[config.mk]
export PLATFORM = sky130hd
export DESIGN_NAME = display_scan_ctrl
export DESIGN_NICKNAME = d
export VERILOG_FILES = /design/src/rtl/display_scan_ctrl.sv
export SDC_FILE = /design/constraint.sdc
export NUM_CORES = 1
export LEC_CHECK = 0
export CAP_MARGIN = 5
export CORE_MARGIN = 2
export CORE_UTILIZATION = 50
export CTS_CLUSTER_SIZE = 12
export DETAILED_ROUTE_END_ITERATION = 7
export HOLD_SLACK_MARGIN = 0.08
export PLACE_DENSITY = 0.75
export RECOVER_POWER = 50
export SLEW_MARGIN = 5
export SYNTH_ARGS = -nofsm -noshare
export SYNTH_HDL_FRONTEND = slang
export SYNTH_SLANG_ARGS = --single-unit
[constraint.sdc]
create_clock -name clk -period 2 [get_ports clk]
set_input_delay 0.2 -clock clk [delete_from_list [all_inputs] [get_ports clk]]
set_output_delay 0.2 -clock clk [all_outputs]
set_load 0.1 [all_outputs]
[src/rtl/display_scan_ctrl.sv]
// Time-multiplexed scan controller for a multi-digit common-anode 7-segment display.
// Walks one BCD digit at a time onto a shared decoder, with a blanking guard between digits.
module display_scan_ctrl #(
    parameter int NUM_DIGITS   = 4,
    parameter int REFRESH_DIV  = 50000,
    parameter int BLANK_CYCLES = 500
) (
    input  logic                    clk,
    input  logic                    rst_n,
    input  logic                    load_valid,
    input  logic [4*NUM_DIGITS-1:0] load_data,
    output logic                    load_ready,
    input  logic                    lzb_en,
    output logic [3:0]              bcd_out,
    output logic [NUM_DIGITS-1:0]   anode,
    output logic                    frame_tick
);

    localparam int CNT_MAX = (REFRESH_DIV > BLANK_CYCLES)
                           ? ((REFRESH_DIV > 2) ? REFRESH_DIV : 2)
                           : ((BLANK_CYCLES > 2) ? BLANK_CYCLES : 2);
    localparam int CNT_W = $clog2(CNT_MAX);
    localparam int IDX_W = $clog2(NUM_DIGITS);

    localparam logic [CNT_W-1:0] DRIVE_LAST = CNT_W'(REFRESH_DIV - 1);
    localparam logic [CNT_W-1:0] BLANK_LAST = CNT_W'((BLANK_CYCLES > 0) ? BLANK_CYCLES - 1 : 0);
    localparam logic [IDX_W-1:0] IDX_LAST   = IDX_W'(NUM_DIGITS - 1);

    typedef enum logic {DRIVE, BLANK} state_t;

    state_t                  state, state_next;
    logic [IDX_W-1:0]        idx, idx_next;
    logic [CNT_W-1:0]        cnt, cnt_next;
    logic [4*NUM_DIGITS-1:0] shadow, pending;
    logic                    pending_valid;
    logic                    wrap;
    logic                    accept;
    logic [NUM_DIGITS-1:0]   anode_next;
    logic [3:0]              bcd_next;
    logic [NUM_DIGITS-1:0]   lz_blank;
    logic [3:0]              digit_code;

    assign load_ready = !pending_valid;
    assign accept     = load_valid && load_ready;

    // A digit above 0 is blanked when it and every more significant digit are zero.
    always_comb begin : lzb_scan
        logic all_zero;
        lz_blank = '0;
        all_zero = 1'b1;
        for (int i = NUM_DIGITS - 1; i >= 0; i--) begin
            all_zero    = all_zero && (shadow[4*i +: 4] == 4'h0);
            lz_blank[i] = all_zero && (i != 0);
        end
    end

    always_comb begin
        digit_code = shadow[4*idx +: 4];
        if (lzb_en && lz_blank[idx]) begin
            digit_code = 4'hF;
        end
    end

    // state/idx/cnt name the slot the next edge puts on the outputs.
    always_comb begin
        state_next = state;
        idx_next   = idx;
        cnt_next   = cnt;
        wrap       = 1'b0;
        anode_next = '1;
        bcd_next   = 4'hF;
        case (state)
            DRIVE: begin
                anode_next = ~(NUM_DIGITS'(1) << idx);
                bcd_next   = digit_code;
                if (cnt != DRIVE_LAST) begin
                    cnt_next = cnt + 1'b1;
                end else if (BLANK_CYCLES != 0) begin
                    state_next = BLANK;
                    cnt_next   = '0;
                end else begin
                    state_next = DRIVE;
                    cnt_next   = '0;
                    idx_next   = (idx == IDX_LAST) ? '0 : idx + 1'b1;
                    wrap       = (idx == IDX_LAST);
                end
            end
            BLANK: begin
                if (cnt != BLANK_LAST) begin
                    cnt_next = cnt + 1'b1;
                end else begin
                    state_next = DRIVE;
                    cnt_next   = '0;
                    idx_next   = (idx == IDX_LAST) ? '0 : idx + 1'b1;
                    wrap       = (idx == IDX_LAST);
                end
            end
            default: begin
                state_next = DRIVE;
                cnt_next   = '0;
                idx_next   = '0;
            end
        endcase
    end

    always_ff @(posedge clk or negedge rst_n) begin
        if (!rst_n) begin
            state <= DRIVE;
            idx   <= '0;
            cnt   <= '0;
        end else begin
            state <= state_next;
            idx   <= idx_next;
            cnt   <= cnt_next;
        end
    end

    // Frames commit only on the wrap edge so a displayed number never tears.
    always_ff @(posedge clk or negedge rst_n) begin
        if (!rst_n) begin
            anode         <= '1;
            bcd_out       <= 4'hF;
            frame_tick    <= 1'b0;
            shadow        <= '0;
            pending       <= '0;
            pending_valid <= 1'b0;
        end else begin
            anode      <= anode_next;
            bcd_out    <= bcd_next;
            frame_tick <= wrap;
            if (wrap && pending_valid) begin
                shadow        <= pending;
                pending_valid <= 1'b0;
            end else if (accept) begin
                pending       <= load_data;
                pending_valid <= 1'b1;
            end
        end
    end

endmodule

# Word level (Yosys, flattened, before mapping)
# Index checks and enable logic that the tools add are counted.
[totals]
word_cells = 51
input_bits = 20
out_inout_bits = 10
regBits = 61
[classes]
n_eq_ne = 4
n_lt_le_gt_ge = 1
addsub = 2
bitwise_logic = 3
reduce_logical = 12
n_mux = 18
shifts = 2
[op_table]
columns = ["operator", "n"]
rows = [
  ["16-bit two-way mux", 2],
  ["16-bit one-hot mux with 2 select lines", 1],
  ["16-bit by 1-bit adder with 16-bit output, second input constant", 1],
  ["16-bit inequality test, second input constant", 1],
  ["16-bit by 9-bit inequality test with 1-bit output, second input constant", 1],
  ["16-bit by 5-bit variable part select with 4-bit output", 1],
  ["4-bit zero test", 3],
  ["4-bit two-way mux", 3],
  ["1-bit two-way mux", 6],
  ["2-bit two-way mux", 3],
  ["1-bit logical AND", 5],
  ["4-bit NOT", 1],
  ["1-bit one-hot mux with 2 select lines", 2],
  ["2-bit AND reduction", 2],
  ["1-bit by 2-bit left shift with 4-bit output, first input constant", 1],
  ["2-bit by 3-bit < comparator with 1-bit output, second input constant", 1],
  ["2-bit by 1-bit adder with 2-bit output, second input constant", 1],
  ["1-bit binary-select mux with 2-bit select", 1],
  ["2-bit == test, second input constant", 1],
  ["2-bit inequality test, second input constant", 1],
  ["1-bit NOT", 2],
  ["2-bit nonzero test", 1],
  ["1-bit zero test", 1],
]

# Longest topological paths before layout
# Gate-level depths: netlist (run 1).
[logic_depth]
word_depth = 8
mapped_depth = 6
mapped_depth_nobuf = 5

# Worst setup path before layout (run 1)
# No wires, ideal clock.
[synth_path]
path_kind = "reg2reg"
start = "register cnt[0]"
end = "register shadow[10]"
path_slack_ns = 0.092
stages_incl_launch_ff = 7
arrival_time_ns = 1.783
setup_time_ns = 0.125
synth_period_minus_slack_ns = 1.908
t_required_ns = 1.875
path_buffers = 1
cell_sequence = "dfrtp_1 ha_1 nor2b_1 nand4b_2 nor3_4 buf_8 mux2_4"
[synth_between]
elab_chain_cells = 4
[synth_lines]
columns = ["element", "line_no", "source"]
rows = [
  ["from (decl)", "33", "logic [CNT_W-1:0] cnt, cnt_next;"],
  ["from (signal assigned)", "114", "cnt <= cnt_next;"],
  ["16-bit by 9-bit inequality test with 1-bit output", "89", "if (cnt != BLANK_LAST) begin"],
  ["1-bit two-way mux", "89", ""],
  ["1-bit one-hot mux with 2 select lines", "72", "case (state)"],
  ["1-bit logical AND", "131", "if (wrap && pending_valid) begin"],
  ["to (signal assigned)", "132", "shadow <= pending;"],
  ["to (decl)", "34", "logic [4*NUM_DIGITS-1:0] shadow, pending;"],
]
# Every way passes these cells.
# A chain may end at the register's enable or synchronous reset.

# Final worst setup path (run 1)
[layout_path]
start = "register cnt[13]"
end = "register shadow[6]"
# The elaborated chain is that of the path after synthesis.

==> metrics.csv, run 1 <==
metric,value,unit
Remaining DRCs,0,
share of cells above drive strength 1,0.327,
DIE HEIGHT,77.7,um
Final #Nets,280,
Setup TNS,0,ns
"FFs w/ async S/R, synth",1.00,
"Cell Count, Final, Fillers Out",330,
R2R cell count,5,
Yosys top cell by area,dfrtp_1,
Area growth syn-to-layout,25.0,%
Mean Syn Cell Area,13.0,um2
Adder-Cell Fraction of Synth Area,0.0231,
overall power,2.70,mW
final hold vios,0,
most frequent cells after synthesis,"dfrtp_1, mux2_2, nor2_1",
Layout Cell Area excl Fill,3390,um2
DP Area,3140,um2
total track usage,0.181,
Max Fclk,529,MHz
drt total wl,4820,um
status,finished clean,
initial antenna violation count,0,
Hold Path Class,input port to async pin,
Rel. slew slack,0.554,
Final setup viols,0,
Inserted Clock Buffers,9,
largest family of logic cells by synthesized area,multiplexers,
Pins Over Slew Limit,0,
clock sink total,61,
Cells after Synth,208,
first-pass GRT wire length,8240,um
Final min period,1.89,ns
period utilization,0.946,
largest net degree at the start of global routing,53,
Synth area leaders,"dfrtp_1, mux2_2, dfstp_2, mux2_4, mux4_2",
final global-route overflow total,0,
FILL cells,403,
io pins,30,
Die X,77.7,um
startpoint types,register,
RePlAce Congestion,0.907,
max_cap viols,0,
sequential area share after synthesis,0.566,
vias in the first global route,1691,
RSZ-0062 raised after global routing,no,
HPWL after DPL,3370,um
Crit Path Class,register to register,
share of the synthesized area in the top cell type,0.489,
worst-margin pin slew,0.669,ns
Diodes inserted,0,
Synth Net Count,233,
Max VDD drop,0.642,mV
RR Startpoint,cnt[13],
clock buffer depth,2,
synthesized cell area,2710,um2
CP startpoint,cnt[13],
crit path capture type,register,
Rows,26,
Routed wire per std cell,14.6,um
Clock transition at path regs,0.07,ns
CTS tree,yes,
power per cell area,796,nW/um2
Die Area,6030,um2
post-synthesis mux area share,0.186,
Clock Skews,0.00631,ns
CP Max Fanout,17,
H-tree Lvls,3,
Post-synth EDFFs,0,
dpl cells,313,
clk_lat worst skew,0.34,ns
Post-Synth Simple-Gate Area,0.149,
YS warnings,0,
vias,1729,
IO buf count,29,
drt initial violations,106,
Root Buffer Master,clkbuf_8,
Compound-Gate Fraction of Synth Area,0.0161,
most common cell in the netlist,dfrtp_1,
Pre-Repair DR Iteration Count,4,
ANT nets after route,0,
Synth Register Bits,61,
Synth cell types,32,
Worst Path Arrival,2.11,ns
CP required,2.22,ns
core area,5170,um2
xor/xnor share of the synthesized area,0.0387,
Via density,5.24,
Initial Util,0.524,
dominant synthesized flop cell,dfrtp_1,
Leak,1.56,nW
kinds of logic after synthesis:
group           Yosys count
simple gates             72
compound gates            8
fa+ha+maj                 5
buf+inv                  12
xor+xnor                 12
mux                      38
flops                    61
layout make-up:
class | count | area, um2 | share of cell area
inverter | 7 | 26.3 | 0.00775
clock inverter | 4 | 95.1 | 0.0280
sequential | 61 | 1540 | 0.453
multi-input combinational | 135 | 1140 | 0.337
clock buffer | 12 | 145 | 0.0428
tap | 70 | 87.6 | 0.0258
timing repair buffer | 41 | 358 | 0.106
sequential cells by signal (all words and copies together), names as in the netlist:
register / count
idx: 2
anode: 4
bcd_out: 4
pending_valid: 1
shadow: 16
cnt: 16
state: 1
frame_tick: 1
pending: 16
timing repair:
action | in CTS | in global routing
endpoints found under the hold margin | 53 | 0
setup endpoints to repair | 0 | 16
hold buffers | 1 | 0
buffers inserted | 0 | 0
gates resized for setup | 0 | 4
critical path, stage by stage (launching register included):
cell and delay (ns):
dfrtp_1 0.47, nor4_4 0.40, nand4b_4 0.17, nor3_4 0.19, buf_12 0.20, mux2_2 0.35
stage by stage:
stage / util / worst slack (ns) / hold WS (ns)
2_1_floorplan: - / 0.0918 / -0.0956
3_3_place_gp: 0.607 / 0.128 / 0.0738
3_5_place_dp: 0.607 / 0.0478 / 0.0779
4_1_cts: 0.655 / 0.0397 / 0.269
5_1_grt: 0.656 / 0.0255 / 0.391
6_report: 0.656 / 0.109 / 0.334
power by group:
part	internal, mW	switching (mW)	total (mW)
sequential	1.27	0.0204	1.29
clock	0.861	0.450	1.31
combinational	0.0609	0.0356	0.0965
routing by layer:
layer	vias up	routed length, um	global-route usage
met4	0	108	0.107
li1	837	-	-
met3	9	245	0.0453
met5	-	0	0
met2	48	2250	0.249
met1	835	2220	0.259
cells in the final DEF (no fill, tap or decap), drive strengths merged:
master	synthesis	final
nor2	21	21
clkbuf	4	16
or3	1	1
xnor2	9	9
mux4	4	4
inv	7	7
mux2i	1	1
a21oi	3	3
or4	3	3
clkinv	0	1
clkdlybuf4s50	0	18
mux2	33	33
nor4	8	8
o21ai	3	3
buf	1	18
nand3	9	9
nand2	9	9
xor2	3	3
and2	1	1
nor2b	2	2
dfstp	8	8
ha	5	5
bufinv	0	3
o22ai	1	1
dfrtp	53	53
and3	2	2
nand2b	4	4
nor3	5	5
nand4	6	6
o211ai	1	1
dlygate4sd3	0	1
nand4b	1	1
worst paths after layout:
path / slack (ns) / endpoint
min: 0.33 / pending[7]
max: 0.11 / shadow[6]
min in group clk: 0.46 / pending_valid
max in group asynchronous: 0.57 / shadow[1]
max reg2reg: 0.11 / shadow[6]
min reg2reg: 0.49 / cnt[0]
Power figures use the tool's default switching activity.
==> run 2, diff against run 1 <==
--- a/config.mk
+++ b/config.mk
@@ -13,6 +13,7 @@
 export HOLD_SLACK_MARGIN = 0.08
 export PLACE_DENSITY = 0.75
 export RECOVER_POWER = 50
+export SKIP_LAST_GASP = 1
 export SLEW_MARGIN = 5
 export SYNTH_ARGS = -nofsm -noshare
 export SYNTH_HDL_FRONTEND = slang
==> results of run 2 <==
Same layout as run 1: the final DEF is identical, and so are final timing and power.
==> variant: new RTL, settings of run 2 <==
Change the parameter `REFRESH_DIV` from 50000 to 200000.
--- a/src/rtl/display_scan_ctrl.sv
+++ b/src/rtl/display_scan_ctrl.sv
@@ -2,7 +2,7 @@
 // Walks one BCD digit at a time onto a shared decoder, with a blanking guard between digits.
 module display_scan_ctrl #(
     parameter int NUM_DIGITS   = 4,
-    parameter int REFRESH_DIV  = 50000,
+    parameter int REFRESH_DIV  = 200000,
     parameter int BLANK_CYCLES = 500
 ) (
     input  logic                    clk,
Check against the original RTL: no difference found for any inputs over 10 cycles, from zero or initial values and one cycle with rst_n low; that may be too few to reach the edited logic, so the function may still have changed.
==> variant against run 2 <==
Count of clock-buffer cells in the layout is 1 higher. Sequential cell count is 2 higher. Design area increased by 1.3%. Die area up 4.9%. Routed wire length is 2.9% higher. Synthesized area grew 5.1%. Clock skew rose by 2.3 ps. Worst hold slack gained 110 ps. Setup slack improved by 42 ps. Largest power group is now registers. Total power down 6.9%. Critical endpoint is now shadow[1].
==> variant: results (changes against run 2) <==
Logic synthesis
  • Post-synth top cells: dfrtp_1 (55), mux2_2 (25), nor2_1 (21)
  • XOR/XNOR Fraction of Synth Area: 3.99% (+0.12 points)
  • Syn Nets: 239 (+2.6%)
  • Seq/Total Area, Yosys: 55.6% (-1.0 points)
  • Ranking of synthesized cells by area: dfrtp_1 (48%), mux2_2 (9.9%), dfstp_2 (7.4%)
  • Post-synthesis compound-gate area fraction: 2.68% (+1.1 points)
  • Ys flop type: dfrtp_1
  • Synth cell types: 44 (+38%)
  • Adder-cell share of the synthesized area: 2.19% (-0.11 points)
  • Post-synthesis mux area share: 17.8% (-0.86 points)

Placed design
  • Routability congestion estimate: 0.765 (-16%)
  • Hpwl dp: 3570 µm (+5.8%)

Global routing
  • Vias in the first global route: 1874 (+11%)
  • GRT Total Usage: 18.3% (+0.22 points)
  • Largest net degree at the start of global routing: 64 (+21%)

Route
  • Initial DRC Count: 82 (-23%)
  • Avg Vias per Cell: 5.27 (+0.50%)
  • Routed wl met3: 175 µm (-29%)
  • Met1 wire length: 2280 µm (+2.7%)

Run status
  • Outcome: completed

Cells and area
  • Largest registers: cnt: 18 flops, pending: 16 flops, shadow: 16 flops
  • Number of fillers in the final layout: 463 (+15%)
  • Share of layout cells above drive strength 1: 33.8% (+1.1 points)
  • NumNets Final: 283 (+1.1%)

Clock network
  • TritonCTS buffer count: 9 (unchanged)

Pwr
  • Worst vdd ir: 0.000453 V (-29%)

STA
  • Fin Clk Skew: 8.66 ps (+2.35 ps)
  • Worst slew margin: 12.1% (-43 points)

Critical path
  • CP Data Arrival Time: 2070 ps (-40 ps)

Worst hold path
  • Hold Crit Class: in -> reg
==> variant: cell count changes after synthesis, sizes merged, moves of 3 or more <==
cell | run 2 | this run
and4 | 0 | 3
nand4 | 6 | 2
nor4 | 8 | 4
nor4b | 0 | 3
or4 | 3 | 0
xor2 | 3 | 6
==> variant: layer usage <==
layer	GRT usage, %	vias to the layer above
met2	29.2	27
met4	8.10	0
met5	0	-
met1	23.0	889
li1	-	837
met3	5.66	11
==> variant: layout make-up <==
cell class / count / area [µm²] / area share (%)
inverters: 6 / 22.5 / 0.656
repair buffers: 39 / 342 / 9.95
well taps: 72 / 90.1 / 2.62
flip-flops and latches: 63 / 1590 / 46.2
multi-input cells: 139 / 1200 / 34.9
clock inverters: 3 / 43.8 / 1.28
clock buffers: 13 / 149 / 4.34
==> variant: through the flow <==
stage	instance area, µm²	std cells	total power [mW]	worst slack, ps	hold slack (ps)
after floorplan	2850	214	1.38	92.8	-95.6
after global placement	3250	318	1.46	167	231
after detailed placement	3250	318	1.46	61.5	233
after CTS	3450	335	2.55	42.1	405
after global routing	3430	335	2.62	25.6	457
final	3430	335	2.51	151	448
==> variant: where the power goes <==
part	switching (mW)	internal (mW)	leakage (nW)
registers	0.0208	1.31	0.807
clock network	0.472	0.611	0.0976
logic	0.0359	0.0608	0.653
total	0.528	1.98	1.56
==> variant: critical path, cell delays in order (launching register included) <==
cell	delay [ps]
dfrtp_1	400
ha_1	230
nor3b_2	240
nand3_2	110
nor3_4	210
buf_12	190
mux2_2	340
==> variant: kinds of logic after synthesis <==
| group | Yosys count |
|---|---|
| multiplexers | 38 |
| buffers and inverters | 12 |
| XOR/XNOR | 13 |
| AO/OA/AOI/OAI | 11 |
| adder cells (fa/ha/maj) | 5 |
| flip-flops | 63 |
| AND/OR/NAND/NOR | 72 |
==> variant: repair_timing <==
action                                  CTS  global route
endpoints found under the setup margin    0             8
gates resized for setup                   0             1
hold endpoints to repair                 55             0
hold buffers                              1             0
==> variant: final timing paths <==
path                             from            end  slack (ps)  cells past startpoint
min reg2reg                    cnt[0]         cnt[0]         500                      1
min in group asynchronous       rst_n        cnt[14]         800                      3
max reg2reg                    cnt[0]      shadow[1]         150                      6
min                        load_valid  pending_valid         450                      3
max in group asynchronous       rst_n    pending[15]         410                      3
max                            cnt[0]      shadow[1]         150                      6
